--- config.mk ---
export PLATFORM = sky130hd
export DESIGN_NAME = pld_intlv
export DESIGN_NICKNAME = d
export VERILOG_FILES = /design/src/rtl/pld_intlv.sv
export SDC_FILE = /design/constraint.sdc
export NUM_CORES = 1
export LEC_CHECK = 0
export ABC_AREA = 1
export BUFFER_PORTS_ARGS = -buffer_cell sky130_fd_sc_hd__buf_2
export CAP_MARGIN = 25
export CORE_MARGIN = 1.5
export CORE_UTILIZATION = 35
export CTS_BUF_LIST = sky130_fd_sc_hd__clkbuf_16
export DETAILED_ROUTE_END_ITERATION = 7
export GPL_TIMING_DRIVEN = 0
export HOLD_SLACK_MARGIN = 0.02
export SLEW_MARGIN = 10
export SYNTH_ARGS = -nofsm -noshare
export SYNTH_HDL_FRONTEND = slang
export SYNTH_SLANG_ARGS = --single-unit
--- constraint.sdc ---
create_clock -name clk -period 3.35 [get_ports clk]
set_clock_uncertainty 0.05 [all_clocks]
set_input_delay 0.1675 -clock clk [delete_from_list [all_inputs] [get_ports clk]]
set_output_delay 0.1675 -clock clk [all_outputs]
set_load 0.005 [all_outputs]
--- src/rtl/pld_intlv.sv ---
// Ping-pong 802.11a payload interleaver: a coded symbol is written permuted into one bank while the other bank streams out.
// Optional PLD_INTLV_BYPASS_EN adds a per-symbol bypass_i input that selects the identity mapping.
module pld_intlv #(
  parameter int N_BPSC = 1,
  parameter int SYM_W  = 4
) (
  input  logic             clk,
  input  logic             rst,
  input  logic             di_i,
  input  logic             di_vld_i,
  input  logic [SYM_W-1:0] di_sym_num_i,
`ifdef PLD_INTLV_BYPASS_EN
  input  logic             bypass_i,
`endif
  output logic             di_rdy_o,
  output logic             do_o,
  output logic             do_vld_o,
  input  logic             do_rdy_i,
  output logic [SYM_W-1:0] do_sym_num_o,
  output logic             do_sym_last_o,
  output logic             rd_state_o
);
  localparam int N_CBPS = 48 * N_BPSC;
  localparam int S      = (N_BPSC / 2 > 1) ? N_BPSC / 2 : 1;
  localparam int ROWS   = N_CBPS / 16;
  localparam int AW     = $clog2(N_CBPS);
  localparam int KHW    = $clog2(ROWS);
  localparam logic [AW-1:0]  LAST_ADDR = AW'(N_CBPS - 1);
  localparam logic [KHW-1:0] LAST_KHI  = KHW'(ROWS - 1);

  typedef enum logic {RD_IDLE = 1'b0, RD_READ = 1'b1} rd_state_e;

  // Handshakes: a transfer happens on a rising clk edge where valid and ready are both high;
  // do_o/do_sym_num_o/do_sym_last_o hold while do_vld_o is high and do_rdy_i is low.

  logic [3:0]        k_lo_q, k_lo_d;
  logic [KHW-1:0]    k_hi_q, k_hi_d;
  logic              wr_bank_q, wr_bank_d;
  logic [1:0]        full_q, full_d;
  logic [SYM_W-1:0]  tag_q [2];
  logic [N_CBPS-1:0] mem_q [2];
  logic              wr_en, wr_last;
  logic [AW-1:0]     i_w, j_w;
  logic [AW:0]       t_w;
`ifdef PLD_INTLV_BYPASS_EN
  logic              bypass_q;
`endif

  rd_state_e         state_q, state_d;
  logic              rd_bank_q, rd_bank_d;
  logic [AW-1:0]     rd_addr_q, rd_addr_d;
  logic              do_q, do_d, vld_q, vld_d, last_q, last_d;
  logic [SYM_W-1:0]  num_q, num_d;
  logic              fire, last_fire, other_ready, rd_free, load_en, load_bank;
  logic [AW-1:0]     load_addr;

  assign di_rdy_o  = ~(full_q[0] & full_q[1]);
  assign wr_en     = di_vld_i & di_rdy_o;
  assign wr_last   = wr_en && (k_lo_q == 4'hF) && (k_hi_q == LAST_KHI);

  // floor(16i/N_CBPS) is k_lo, so the second permutation step needs no divider
  always_comb begin
    i_w = AW'(ROWS) * AW'(k_lo_q) + AW'(k_hi_q);
    t_w = {1'b0, i_w} + (AW+1)'(N_CBPS) - (AW+1)'(k_lo_q);
    j_w = AW'(S) * (i_w / AW'(S)) + AW'(t_w % (AW+1)'(S));
`ifdef PLD_INTLV_BYPASS_EN
    if (bypass_q) j_w = AW'({k_hi_q, k_lo_q});
`endif
  end

  always_comb begin
    k_lo_d    = k_lo_q;
    k_hi_d    = k_hi_q;
    wr_bank_d = wr_bank_q;
    if (wr_last) begin
      k_lo_d    = '0;
      k_hi_d    = '0;
      wr_bank_d = ~wr_bank_q;
    end else if (wr_en) begin
      k_lo_d = k_lo_q + 4'd1;
      if (k_lo_q == 4'hF) k_hi_d = k_hi_q + KHW'(1);
    end
    full_d = full_q;
    if (rd_free) full_d[rd_bank_q] = 1'b0;
    if (wr_last) full_d[wr_bank_q] = 1'b1;
  end

  always_ff @(posedge clk) begin
    if (wr_en) mem_q[wr_bank_q][j_w] <= di_i;
  end

  assign fire        = vld_q & do_rdy_i;
  assign last_fire   = fire & last_q;
  // A symbol finishing on the same cycle lets the reader roll straight into it; address 0 is long written
  assign other_ready = full_q[~rd_bank_q] | (wr_last & (wr_bank_q != rd_bank_q));

  always_comb begin
    state_d = state_q;
    case (state_q)
      RD_IDLE: if (full_q[rd_bank_q]) state_d = RD_READ;
      RD_READ: if (last_fire && !other_ready) state_d = RD_IDLE;
      default: state_d = RD_IDLE;
    endcase
  end

  always_comb begin
    load_en   = 1'b0;
    load_bank = rd_bank_q;
    load_addr = rd_addr_q;
    rd_free   = 1'b0;
    rd_bank_d = rd_bank_q;
    rd_addr_d = rd_addr_q;
    do_d      = do_q;
    vld_d     = vld_q;
    num_d     = num_q;
    last_d    = last_q;
    case (state_q)
      RD_IDLE: begin
        if (full_q[rd_bank_q]) begin
          load_en   = 1'b1;
          load_addr = '0;
        end
      end
      RD_READ: begin
        if (last_fire) begin
          rd_free   = 1'b1;
          rd_bank_d = ~rd_bank_q;
          rd_addr_d = '0;
          vld_d     = 1'b0;
          last_d    = 1'b0;
          if (other_ready) begin
            load_en   = 1'b1;
            load_bank = ~rd_bank_q;
            load_addr = '0;
          end
        end else if (fire) begin
          load_en = 1'b1;
        end
      end
      default: ;
    endcase
    if (load_en) begin
      do_d      = mem_q[load_bank][load_addr];
      vld_d     = 1'b1;
      num_d     = tag_q[load_bank];
      last_d    = (load_addr == LAST_ADDR);
      rd_addr_d = load_addr + AW'(1);
    end
  end

  always_ff @(posedge clk or negedge rst) begin
    if (!rst) begin
      k_lo_q    <= '0;
      k_hi_q    <= '0;
      wr_bank_q <= 1'b0;
      full_q    <= '0;
      for (int b = 0; b < 2; b++) tag_q[b] <= '0;
`ifdef PLD_INTLV_BYPASS_EN
      bypass_q  <= 1'b0;
`endif
      state_q   <= RD_IDLE;
      rd_bank_q <= 1'b0;
      rd_addr_q <= '0;
      do_q      <= 1'b0;
      vld_q     <= 1'b0;
      num_q     <= '0;
      last_q    <= 1'b0;
    end else begin
      k_lo_q    <= k_lo_d;
      k_hi_q    <= k_hi_d;
      wr_bank_q <= wr_bank_d;
      full_q    <= full_d;
      if (wr_en && k_lo_q == 4'd0 && k_hi_q == '0) begin
        tag_q[wr_bank_q] <= di_sym_num_i;
`ifdef PLD_INTLV_BYPASS_EN
        bypass_q <= bypass_i;
`endif
      end
      state_q   <= state_d;
      rd_bank_q <= rd_bank_d;
      rd_addr_q <= rd_addr_d;
      do_q      <= do_d;
      vld_q     <= vld_d;
      num_q     <= num_d;
      last_q    <= last_d;
    end
  end

  assign do_o          = do_q;
  assign do_vld_o      = vld_q;
  assign do_sym_num_o  = num_q;
  assign do_sym_last_o = last_q;
  assign rd_state_o    = state_q;
endmodule

[After elaboration in Yosys (flattened, before gate mapping)]
Memory sizes are Yosys's and may differ from the RTL's.
Index checks and enable logic that the tools add are counted.
Cells by class
  add/sub/neg operators: 4
  multiply operators: 1
  $lt $le $gt $ge: 11
  equal/unequal tests: 4
  multiplexer cells: 50
  bitwise operators: 15
  reduce and logical (&&, ||, !) cells: 19
Operators with widths (count)
  $mux W48: 1
  $mux W6: 6
  $mux W4: 6
  $mux W1: 23
  $lt A6 B7 Y1 const B: 2
  $pmux W6 S2: 1
  $mux W2: 5
  $logic_and A1 B1 Y1: 9
  $bwmux W8: 1
  $reduce_bool A2 Y1: 4
  $add A6 B1 Y6 const B: 1
  $add A6 B2 Y6: 1
  $bmux W1 S6: 1
  $demux W1 S6: 1
  $eq A6 B6 Y1 const B: 1
  $ge A6 B1 Y1 const B: 1
  $lt A1 B2 Y1 const B: 3
  $mul A2 B4 Y6 const A: 1
  $reduce_and A2 Y1: 3
  $and A1 B1 Y1: 5
  $add A4 B1 Y4 const B: 1
  $demux W4 S1: 1
  $eq A4 B4 Y1 const B: 1
  $ge A2 B2 Y1 const B: 2
  other kinds (16): 23
Word-level totals
  flip-flop bits (word level): 32
  RAM bits: 96
  input port bits: 9
  memories kept: 1
Memory list
  mem_q: words 2, width 48, rd ports 1, clocked after Yosys merged registers in 0, wr ports 1, line 41  | logic [N_CBPS-1:0] mem_q [2];

[Logic depth before layout (Yosys ltp)]
  depth after elaboration: 14
  mapped depth: 22
  gate-level depth less buffers: 21

[Worst setup path after synthesis]
No wires, ideal clock.
  path kind: flip-flop to flip-flop
  from: register k_lo_q[0]
  to: memory mem_q[0][32] in the netlist's numbering (enable)
  setup time: 299 ps
  data arrival time: 2626 ps
  data required time: 3001 ps
  path slack: 375 ps
  cell stages (with the launch flop): 10
  period minus slack after synthesis: 2975 ps
  cell sequence: dfrtp_1 fa_1 ha_1 inv_1 fa_1 xor2_1 inv_1 nor3_1 nand2_1 nor2_1
On the way
  longest elaborated chain between the ends: 7
Ends and longest elaborated chain
  from (decl): line 36  | logic [3:0] k_lo_q, k_lo_d;
  from (signal assigned): line 169  | k_lo_q <= k_lo_d;
  $mul A2 B4 Y6 *: line 63  | i_w = AW'(ROWS) * AW'(k_lo_q) + AW'(k_hi_q);
  $add A6 B2 Y6 *: line 63
  $lt A6 B7 Y1 (not written as such) or $ge A6 B1 Y1 (tied branches): line 89  | if (wr_en) mem_q[wr_bank_q][j_w] <= di_i;
  $logic_and A1 B1 Y1 (not written as such): line 89
  $mux W1 (not written as such): line 89
  $demux W1 S6 *: line 89
  $mux W48 (not written as such) *: line 89
  to (decl): line 41
Every way passes the cells marked *; elsewhere a longest branch is shown, timed or not.

[Worst setup path in the final report]
  from: register k_lo_q[0]
  to: memory mem_q[1][33] in the netlist's numbering (enable)
The elaborated chain is that of the path after synthesis.

==> flow_metrics.py <==
metrics = {
    "sta": {
        "finalHoldViolCount": 0,
        "final.period_utilization_pct": 100,
        "rsz0062_at_grt": "yes",
        "drv_slew": 0,
        "slew_headroom_pct": 35.5,
        "setup_violations": 1,
        "fmax_ghz": 0.298,
        "fin_ws_ps": -5.62,
        "worstMarginPinSlew_ps": 964,
        "final.min_clock_period_ps": 3360,
        "whs_ps": 105,
    },
    "clock_network": {
        "post_cts_buffers": 0,
        "cts_tree": "yes",
        "ctsLongestPathBuffers": 2,
        "cts_buffers": 17,
        "clkSinkCount": 128,
        "insertion_delay_ps": 420,
        "clk_root_buffer_cell": "clkbuf_16",
        "path_clk_slew_ps": 50,
        "cts_max_level": 4,
    },
    "cells_and_area": {
        "register_area_um2": 3680,
        "stdcell_count": 1024,
        "final_area_um2": 7680,
        "num_antenna_cells": 0,
        "fillers": 1826,
        "drive_gt1_share_pct": 11.9,
        "final_common_cell": "nand2_1",
        "multi_input_area_um2": 2500,
        "layout_common_cells": "nand2_1 (157), nor2_1 (122), edfxtp_1 (96)",
        "area_delta_synth_final_pct": 14.8,
        "num-nets-final": 799,
    },
    "placement": {
        "io_buffers": 17,
        "post-dp-hpwl_um": 11300,
        "dp_slack_ps": -355,
        "gp_congestion": 0.826,
        "post_dp_cell_area_um2": 7080,
        "dp.cells": 987,
    },
    "global_route": {
        "grt_overflow": 0,
        "antenna_found_initial": 0,
        "gr-usage-met2_pct": 30.1,
        "grt_util_met1_pct": 24.0,
        "grt.total_usage_pct": 18.5,
        "grt_pass1_wl_um": 27200,
        "grt_max_degree": 97,
        "grt_pass1_vias": 4878,
        "grt_most_used_layer": "met2",
        "met3_usage_pct": 4.08,
    },
    "setup_path": {
        "start_kind": "register",
        "cp.required_ps": 3430,
        "arrival_ps": 3440,
        "critPathKind": "reg -> reg",
        "worstPathMaxFanout": 8,
        "cp-end-kind": "register",
    },
    "yosys": {
        "syn_area_um2": 6690,
        "yosysWarnings": 0,
        "syn_area_per_cell_um2": 9.11,
        "synth_seq_cells": 128,
        "synthCells": 734,
        "synth_fp_nets": 756,
        "synth_cell_types": 37,
        "ys_seq_area_share_pct": 55.1,
    },
    "pwr": {
        "seq_power_share_pct": 30.5,
        "power.total_mw": 6.76,
        "power_switching_share_pct": 43.8,
        "internal-power_mw": 3.80,
        "power_density_nw_per_um2": 881,
        "p_leak_nw": 3.23,
        "p_clk_share_pct": 25.0,
        "pwr-share-comb_pct": 44.5,
        "switchingPower_mw": 2.96,
        "ir_drop_uv": 344,
    },
    "floorplan": {
        "dieArea_um2": 19900,
        "num_rows": 50,
        "pin_count": 18,
        "initial_core_util_pct": 35.7,
        "die_h_um": 141,
        "die_x_um": 141,
        "core_um2": 18700,
    },
    "status": {
        "violations": "setup timing",
        "outcome": "complete, but fails checks",
    },
    "flow_run": {
        "cap_violations": 0,
    },
    "drt": {
        "postRouteAntennaNets": 0,
        "vias": 5154,
        "wl_per_cell_um": 16.8,
        "firstDrtPassIters": 5,
        "drt_iter0_markers": 479,
        "drc": 0,
        "routed_wirelength_um": 17200,
        "vias_per_cell": 5.03,
    },
    "hold_path": {
        "hp-class": "in -> reg",
    },
}
## routing by layer
| layer | share of wire, % | up-vias |
|---|---|---|
| met1 | 44 | 2453 |
| met5 | 0 | - |
| met3 | 6.5 | 25 |
| li1 | - | 2520 |
| met4 | 2.3 | 0 |
| met2 | 48 | 156 |
## synth_stat cells (all sizes together)
library cell / n / area (um2)
nand2: 166 / 671
nor2: 128 / 531
edfxtp: 96 / 2880
nand3: 93 / 500
inv: 78 / 293
dfrtp: 32 / 801
o21ai: 32 / 160
buf: 22 / 183
o211ai: 17 / 128
ha: 11 / 138
clkbuf: 10 / 37.5
a21oi: 9 / 48.8
nand3b: 8 / 60.1
nor3: 8 / 40.0
xor2: 7 / 61.3
o21bai: 6 / 45.0
o22ai: 3 / 18.8
fa: 2 / 40.0
a21boi: 1 / 11.3
a32o: 1 / 10.0
clkinv: 1 / 3.75
mux2i: 1 / 10.0
o21a: 1 / 7.51
or2: 1 / 6.26
## critical path, stage by stage (launching register included)
cell and delay [ps]:
dfrtp_1 450, fa_1 560, ha_1 180, inv_1 60, fa_1 400, xor2_1 320, inv_1 150, nor3_2 580
nand2_1 160, nor2_1 150
## final timing paths
kind	start	end	slack [ps]	cells past startpoint
worst max-delay path	k_lo_q[0]	mem_q[1][33]	-6	9
worst min-delay path	do_rdy_i	rd_state_o	110	4
worst max register to register	k_lo_q[0]	mem_q[1][33]	-6	9
worst min register to register	do_sym_num_o[2]	do_sym_num_o[2]	430	2
max in group asynchronous	rst	do_o	2480	2
min in group asynchronous	rst	k_lo_q[1]	300	2
## power groups by stage
stage          registers [mW]  logic (mW)  clock network [mW]
6_report                 2.06        3.01                1.69
5_1_grt                  2.09        3.31                1.77
2_1_floorplan            2.06        1.95                   0
3_5_place_dp             2.09        2.94                   0
4_1_cts                  2.06        2.99                1.72
3_3_place_gp             2.09        2.90                   0
## area by class of cell
cell class / count / area share, %
buffer: 32 / 2.87
multi-input combinational: 495 / 32.6
clock buffer: 18 / 5.87
timing repair buffer: 24 / 1.92
tap: 234 / 3.81
sequential: 128 / 48.0
inverter: 79 / 3.86
clock inverter: 14 / 1.12
## cells by family after synthesis
| kind of cell | count (synthesis) | synth area share [%] |
|---|---|---|
| fa+ha+maj | 13 | 2.66 |
| xor+xnor | 7 | 0.917 |
| mux | 1 | 0.150 |
| flops | 128 | 55.1 |
| compound gates | 70 | 6.42 |
| simple gates | 404 | 27.0 |
| buf+inv | 111 | 7.73 |
## registers in the layout (all words and copies together), names as in the netlist, 2 cells and up
| signal | flops |
|---|---|
| rd_addr_q | 6 |
| tag_q | 8 |
| mem_q | 96 |
| k_hi_q | 2 |
| do_sym_num_o | 4 |
| full_q | 2 |
| k_lo_q | 4 |
## through the flow
| step | util (%) | setup TNS, ps |
|---|---|---|
| 2_1_floorplan | - | 0 |
| 3_3_place_gp | 37.8 | -13610 |
| 3_5_place_dp | 37.8 | -6130 |
| 4_1_cts | 41.0 | -24.4 |
| 5_1_grt | 41.0 | -7470 |
| 6_report | 41.0 | -5.62 |
## repair_timing
action / 4_1_cts / 5_1_grt
gates cloned: 0 / 0
hold buffers: 5 / 0
gates resized for setup: 2 / 1
pin swaps: 0 / 0
hold endpoints to repair: 40 / 0
setup endpoints to repair: 27 / 84
Note: power is estimated with default switching activity, not from simulation.
